### src/rtl/multi_ro_arb.sv
// multi_ro_arb: round-robin readout of NCH FWFT channel FIFOs into one framed output stream.
// Build option MULTI_RO_TRAILER_EN appends a trailer word carrying the payload count to each packet.
module multi_ro_arb #(
    parameter int NCH      = 4,
    parameter int DW       = 16,
    parameter int MAXBURST = 64
) (
    input  logic                   CLK,
    input  logic                   RST,
    input  logic [NCH-1:0]         DAVAIL,
    input  logic [NCH*DW-1:0]      CH_DATA,
    output logic [NCH-1:0]         CH_RD,
    input  logic                   OUT_FULL,
    output logic [DW-1:0]          OUT_DATA,
    output logic                   OUT_WR,
    output logic [$clog2(NCH)-1:0] CHSEL,
    output logic                   BUSY
);
    localparam int CW = $clog2(NCH);
    localparam logic [7:0] MAXB = 8'(MAXBURST);

`ifdef MULTI_RO_TRAILER_EN
    typedef enum logic [2:0] {IDLE, ARB, HEADER, READOUT, TRAILER} state_t;
`else
    typedef enum logic [2:0] {IDLE, ARB, HEADER, READOUT} state_t;
`endif

    state_t          state_q;
    logic [CW-1:0]   ptr_q;
    logic [CW-1:0]   chsel_q;
    logic [7:0]      count_q;
    logic [DW-1:0]   out_data_q;
    logic            out_wr_q;

    logic [CW-1:0]   ptr_d;
    logic [CW-1:0]   grant_idx;
    logic            grant_vld;
    logic [CW-1:0]   cand;
    logic [DW-1:0]   sel_data;
    logic            rd_en;

    function automatic logic [DW-1:0] frame_word(input logic [3:0] tag, input logic [7:0] low);
        logic [DW-1:0] w;
        w = '0;
        w[DW-1 -: 4] = tag;
        w[7:0] = low;
        return w;
    endfunction

    // Scan from the highest offset down so the nearest requester above PTR wins.
    always_comb begin
        grant_vld = 1'b0;
        grant_idx = '0;
        cand      = '0;
        for (int i = NCH - 1; i >= 0; i--) begin
            cand = CW'((int'(ptr_q) + i) % NCH);
            if (DAVAIL[cand]) begin
                grant_vld = 1'b1;
                grant_idx = cand;
            end
        end
    end

    always_comb begin
        sel_data = '0;
        for (int k = 0; k < NCH; k++) begin
            if (chsel_q == CW'(k)) sel_data = CH_DATA[k*DW +: DW];
        end
    end

    assign ptr_d = (chsel_q == CW'(NCH - 1)) ? '0 : chsel_q + CW'(1);
    assign rd_en = (state_q == READOUT) && !RST && DAVAIL[chsel_q] && !OUT_FULL && (count_q < MAXB);

    assign CH_RD    = rd_en ? (NCH'(1) << chsel_q) : '0;
    assign OUT_DATA = out_data_q;
    assign OUT_WR   = out_wr_q;
    assign CHSEL    = chsel_q;
    assign BUSY     = (state_q != IDLE);

    always_ff @(posedge CLK) begin
        if (RST) begin
            state_q    <= IDLE;
            ptr_q      <= '0;
            chsel_q    <= '0;
            count_q    <= '0;
            out_data_q <= '0;
            out_wr_q   <= 1'b0;
        end else begin
            out_wr_q <= 1'b0;
            case (state_q)
                IDLE: begin
                    if (|DAVAIL) state_q <= ARB;
                end
                ARB: begin
                    if (grant_vld) begin
                        chsel_q <= grant_idx;
                        state_q <= HEADER;
                    end else begin
                        state_q <= IDLE;
                    end
                end
                HEADER: begin
                    if (!OUT_FULL) begin
                        out_data_q <= frame_word(4'hA, 8'(chsel_q));
                        out_wr_q   <= 1'b1;
                        count_q    <= '0;
                        state_q    <= READOUT;
                    end
                end
                READOUT: begin
                    if (rd_en) begin
                        out_data_q <= sel_data;
                        out_wr_q   <= 1'b1;
                        count_q    <= count_q + 8'd1;
                    end else if (!OUT_FULL) begin
                        // Not reading with space available: channel drained or burst limit hit.
                        ptr_q <= ptr_d;
`ifdef MULTI_RO_TRAILER_EN
                        state_q <= TRAILER;
`else
                        state_q <= IDLE;
`endif
                    end
                end
`ifdef MULTI_RO_TRAILER_EN
                TRAILER: begin
                    if (!OUT_FULL) begin
                        out_data_q <= frame_word(4'hE, count_q);
                        out_wr_q   <= 1'b1;
                        state_q    <= IDLE;
                    end
                end
`endif
                default: state_q <= IDLE;
            endcase
        end
    end

endmodule

### config.mk
export PLATFORM = sky130hd
export DESIGN_NAME = multi_ro_arb
export DESIGN_NICKNAME = d
export VERILOG_FILES = /design/src/rtl/multi_ro_arb.sv
export SDC_FILE = /design/constraint.sdc
export NUM_CORES = 1
export LEC_CHECK = 0
export BUFFER_PORTS_ARGS = -buffer_cell sky130_fd_sc_hd__buf_2
export CORE_ASPECT_RATIO = 0.6
export CORE_UTILIZATION = 46
export DETAILED_ROUTE_END_ITERATION = 12
export PLACE_DENSITY_LB_ADDON = 0.25
export SETUP_SLACK_MARGIN = 0.15
export SKIP_LAST_GASP = 1
export SLEW_MARGIN = 20
export SYNTH_ARGS = -nofsm -noshare
export SYNTH_HDL_FRONTEND = slang
export SYNTH_SLANG_ARGS = --single-unit
export TNS_END_PERCENT = 10
### constraint.sdc
create_clock -name CLK -period 2.5 [get_ports CLK]
set_input_delay 0.125 -clock CLK [delete_from_list [all_inputs] [get_ports CLK]]
set_output_delay 0.125 -clock CLK [all_outputs]
set_load 0.01 [all_outputs]
Word level (Yosys, flattened, before mapping)
Index checks and enable logic that the tools add are counted.
W data, S select, Z words.
{"block": "classes", "addsub": 5, "n_lt_le_gt_ge": 6, "eq_ne": 11, "shift": 1, "mux": 39, "n_bitwise": 2, "reduce_logical": 15}
{"op": "$mux W16", "n": 6}
{"op": "$pmux W16 S2", "n": 1}
{"op": "$mux W8", "n": 2}
{"op": "$pmux W8 S2", "n": 1}
{"op": "$lt A2 B3 Y1 const B", "n": 5}
{"op": "$mux W2", "n": 6}
{"op": "$mux W3", "n": 4}
{"op": "$pmux W3 S4", "n": 1}
{"op": "$mux W1", "n": 11}
{"op": "$bmux W1 S2", "n": 5}
{"op": "$ne A2 B2 Y1 const B", "n": 5}
{"op": "$add A8 B1 Y8 const B", "n": 1}
{"op": "$lt A8 B7 Y1 const B", "n": 1}
{"op": "$eq A3 B2 Y1 const B", "n": 2}
{"op": "$reduce_and A3 Y1", "n": 2}
{"op": "$add A2 B1 Y2 const B", "n": 2}
{"op": "$add A2 B2 Y2 const B", "n": 2}
{"op": "$eq A2 B2 Y1 const B", "n": 2}
{"op": "$logic_and A1 B1 Y1", "n": 4}
{"op": "$mux W4", "n": 1}
{"op": "$reduce_and A4 Y1", "n": 1}
{"op": "$reduce_or A4 Y1", "n": 1}
{"op": "$shl A1 B2 Y4 const A", "n": 1}
{"op": "$eq A3 B1 Y1 const B", "n": 1}
{"op": "9 further kinds", "n": 11}
{"block": "totals", "ff_bits": 32, "input_bits": 71, "output_inout_bits": 24, "elab_cells": 85}

Logic depth before layout (Yosys ltp)
{"block": "depth", "ltp_word": 9, "depth_mapped": 9, "mapped_depth_nobuf": 6}

Worst setup path before layout
No wires, ideal clock.
{"block": "synth_timing", "path_type": "flip-flop to flip-flop", "startpoint": "reg chsel_q[0], in the netlist CHSEL[0]", "endpoint": "reg out_data_q[6], in the netlist OUT_DATA[6]", "setup_ns": 0.140, "t_arrival_ns": 1.806, "required_ns": 2.360, "setup_slack_ns": 0.554, "path_stages_with_launch": 9, "path_buffers": 2, "synth_period_minus_slack_ns": 1.946, "cell_sequence": "dfxtp_1 inv_1 ha_1 nor2b_1 clkbuf_1 buf_2 a221o_1 a32oi_1 a211oi_2"}
{"block": "synth_via", "elab_chain_cells": 7, "word_cells_on_any_way": 17, "classes_between": "eq/ne (4); mux (8); reduce/logical (5)"}
{"element": "start, declared", "line": "30", "source": "logic [CW-1:0] chsel_q;"}
{"element": "start signal, assigned", "line": "96", "source": "chsel_q <= grant_idx;"}
{"element": "$logic_not A2 Y1 or $bmux W1 S2 (tied branches)", "line": "67, 72"}
{"element": "$mux W16 or $mux W1 (tied branches)", "line": "67, 72"}
{"element": "$mux W16 or $logic_and A1 B1 Y1 (tied branches) (3 in a row)", "line": "67, 72"}
{"element": "$mux W16 or $ne A2 B2 Y1 (tied branches)"}
{"element": "$pmux W16 S2 or $reduce_and A3 Y1 (tied branches)"}
{"element": "end signal, assigned", "line": "104", "source": "out_data_q <= frame_word(4'hA, 8'(chsel_q));"}
{"element": "end signal, assigned", "line": "112", "source": "out_data_q <= sel_data;"}
{"element": "end, declared", "line": "32", "source": "logic [DW-1:0] out_data_q;"}
Several ways; a longest one is shown, not always the timed one. The select of a mux whose other input is x is not followed.
A chain may end at the register's enable or synchronous reset.

Worst setup path after layout
{"block": "layout_timing", "startpoint": "reg chsel_q[0], in the netlist CHSEL[0]", "endpoint": "out CH_RD[2]"}
{"block": "layout_via", "elab_chain_cells": 6, "word_cells_on_any_way": 7, "classes_between": "shift (1); mux (3); reduce/logical (3)"}
{"element": "$bmux W1 S2", "line": "72", "source": "assign rd_en = (state_q == READOUT) && !RST && DAVAIL[chsel_q] && !OUT_FULL && (count_q < MAXB);"}
{"element": "$mux W1 (implied by the code)", "line": "72"}
{"element": "$logic_and A1 B1 Y1 (3 in a row)", "line": "72"}
{"element": "$mux W4 *", "line": "74", "source": "assign CH_RD = rd_en ? (NCH'(1) << chsel_q) : '0;"}
{"element": "end, declared", "line": "12", "source": "output logic [NCH-1:0] CH_RD,"}
Every way passes the cells marked *; elsewhere a longest branch is shown, timed or not. The select of a mux whose other input is x is not followed.

==> results.txt <==
Status: finished, final reports clean
PwrDens: 497 mW/mm^2
Async set or reset register ratio after synthesis: 0
R2R setup slack: 370 ps
Final period util: 0.869
Req. time, crit path: 2380 ps
Port Buf Inserts: 94
Clk sink count: 31
Clock share of power: 0.298
Int Power: 0.869 mW
Synth top cells by count: dfxtp_1 (31), a21oi_1 (24), a221o_1 (14), clkbuf_1 (14), nand2b_1 (13)
EDFF count, synth: 0
First-pass GRT wire length: 9350 um
Synth-to-Final Area Change: 29.9%
Most frequent cell after synthesis: dfxtp_1
Hold Startpoint: OUT_FULL
RSZ-0062 raised after global routing: no
Nets: 388
Worst vdd ir: 0.360 mV
Setup TNS: 0 ps
Total chip power: 1.25 mW
Met3 Track Usage GR: 0.0677
Post-route cell area: 0.00252 mm^2
Rel. slew slack: 0.449
Initial antenna violation count: 0
Pin count of the biggest net entering global routing: 28
WHS Endpoint: state_q[0]$_SDFFE_PP0P_
Worst Hold Class: primary input to flop
Clock transition at the registers of the reported paths: 60 ps
CTS buffer count: 5
Synthesized area: 0.00194 mm^2
Sw Ratio: 0.305
Drt pass-1 iters: 4
Wire length per cell: 16.3 um
Vias in the first global route: 1883
Area after DPL: 0.00243 mm^2
Antenna-violating nets left: 0
Row Count: 17
FF+latch count, synth: 31
TritonCTS clock tree: done
Number of max-cap violations: 0
Die Span X: 85.8 um
CTS Root Cell: clkbuf_8
Gate power share: 0.259
Number of diodes: 0
Top achievable clock speed: 460 MHz
Core area: 0.00385 mm^2
Post-CTS setup buffers: 0
Die Area: 0.00449 mm^2
Post-Syn Area per Cell: 8.62 um^2
Fin Clk Skew: 7.11 ps
Leak Pwr: 1.07 nW
Clock Tree Buf Depth: 2
Initial Utilization: 0.504
Global Route met2 Usage: 0.375
Mapped Nets: 301
Post-synthesis cell type count: 45
Max Slew Vio Count: 0
Setup violators final: 0
Htree depth: 2
Reg2Reg Depth: 6
Reg power frac: 0.442
Crit path arrival time: 2050 ps
Synth warn: 0
Hold Buf Count CTS: 0
Final Instance Count excl. Fillers: 370
Vert. Die Dim: 52.3 um
CP max FO: 25
GRT Residual Overflow: 0
Busiest grt layer: met1
Placed cells: 362
Dpl hpwl: 4630 um
Setup CP Type: flop to output pin
Worst hold slack: 161 ps
Sequential area share after synthesis: 0.320
Met1 Resource Use GR: 0.434
Tightest Pin Transition: 826 ps
Hold Path Stages: 3
DR vias: 2161
Post-synth top area share: 0.320
Initial DRC Count: 175
Crit path capture type: output pin
Post-synth top area cell: dfxtp_1
Min Tclk post-route: 2170 ps
Layout cells sized above 1: 0.393
Crit Reg-Reg Endpoint: OUT_DATA[9]$_SDFFE_PP0P_
Resize count post-CTS: 1
IO Pins: 95
Psw: 0.382 mW
Worst Setup Start Kind: flop
Top post-synthesis cells by area: dfxtp_1 (32%), a221o_1 (7.2%), a211oi_2 (6.5%)
Routed WL: 6040 um
Hold Vio Cnt, Final: 0
R2r startpoint: CHSEL[0]$_SDFFE_PP0P_
Vias/cell: 5.84
DRC Markers: 0
RD Place Congestion: 0.944
Prevailing post-synth register cell: dfxtp_1
Gr usage total: 0.279
Clock insertion delay at the later pin of the skew report: 280 ps
Cells after synthesis: 225
-- cell families after synthesis --
kind of cell	share of synthesized area
AO/OA/AOI/OAI	0.377
XOR/XNOR	0.00452
adder cells (fa/ha/maj)	0.0323
buffers and inverters	0.0645
flip-flops	0.320
multiplexers	0.0219
AND/OR/NAND/NOR	0.179
-- placed cells by master (no fill, tap or decap), types with 2 or more instances in the layout --
cell and instances:
o21a_1 2, nor2b_1 2, a22oi_1 2, and3b_1 3, clkbuf_8 5, buf_4 5
buf_2 94, nand2b_1 13, dfxtp_1 31, and2_1 4, o221ai_1 3, a21o_1 3
a21oi_1 24, mux2i_1 2, and3_1 3, inv_1 11, a211oi_2 10, nand3_1 3
clkbuf_1 2, o21ai_0 11, nor2_1 8, ha_1 5, a32oi_1 12, nor3_1 3
nand2_1 10, a31oi_1 3, a221o_1 14, a211oi_1 2, a221oi_1 2, o31ai_1 3
-- how the worst max path moves through the flow --
stage,cells past startpoint,end,slack (ps),from
floorplan,8,OUT_DATA[6]$_SDFFE_PP0P_,550,CHSEL[0]$_SDFFE_PP0P_
global placement,6,OUT_DATA[14]$_SDFFE_PP0P_,270,CHSEL[0]$_SDFFE_PP0P_
detailed placement,6,OUT_DATA[14]$_SDFFE_PP0P_,220,CHSEL[0]$_SDFFE_PP0P_
CTS,5,CH_RD[2],320,CHSEL[0]$_SDFFE_PP0P_
global route,5,CH_RD[2],160,CHSEL[0]$_SDFFE_PP0P_
finish,5,CH_RD[2],330,CHSEL[0]$_SDFFE_PP0P_
-- worst max-delay path, cell delays in order, from the launching register on --
cell	delay, ps
dfxtp_1	370
inv_1	130
ha_1	710
buf_4	280
and2_1	130
buf_2	120
-- per-stage QoR --
stage | worst slack (ps) | utilization
after global routing | 158 | 0.654
after floorplan | 554 | -
after global placement | 273 | 0.632
after CTS | 321 | 0.654
final | 327 | 0.654
after detailed placement | 222 | 0.632
-- registers in the layout, summed over array words and instances (netlist names) --
name	count
ptr_q	2
OUT_DATA	16
OUT_WR	1
count_q	8
state_q	2
CHSEL	2
-- routing by layer --
| layer | up-vias | wire (um) |
|---|---|---|
| met3 | 6 | 648 |
| met4 | 0 | 46 |
| met5 | - | 0 |
| li1 | 1041 | - |
| met2 | 109 | 2290 |
| met1 | 1005 | 3060 |
-- power groups by stage --
stage	Combinational [mW]	Sequential, mW	Clock (mW)
after global placement	0.315	0.562	0
after CTS	0.321	0.552	0.378
after floorplan	0.194	0.563	0
after global routing	0.354	0.556	0.400
after detailed placement	0.317	0.562	0
final	0.324	0.553	0.373
-- layout make-up --
class | count | area, um^2
clock buffer | 7 | 76.3
clock inverter | 1 | 5.00
fill | 316 | 1330
inverter | 11 | 41.3
multi-input combinational | 164 | 1200
sequential | 31 | 621
tap | 57 | 71.3
timing repair buffer | 99 | 508
(Power assumes the default switching activity.)
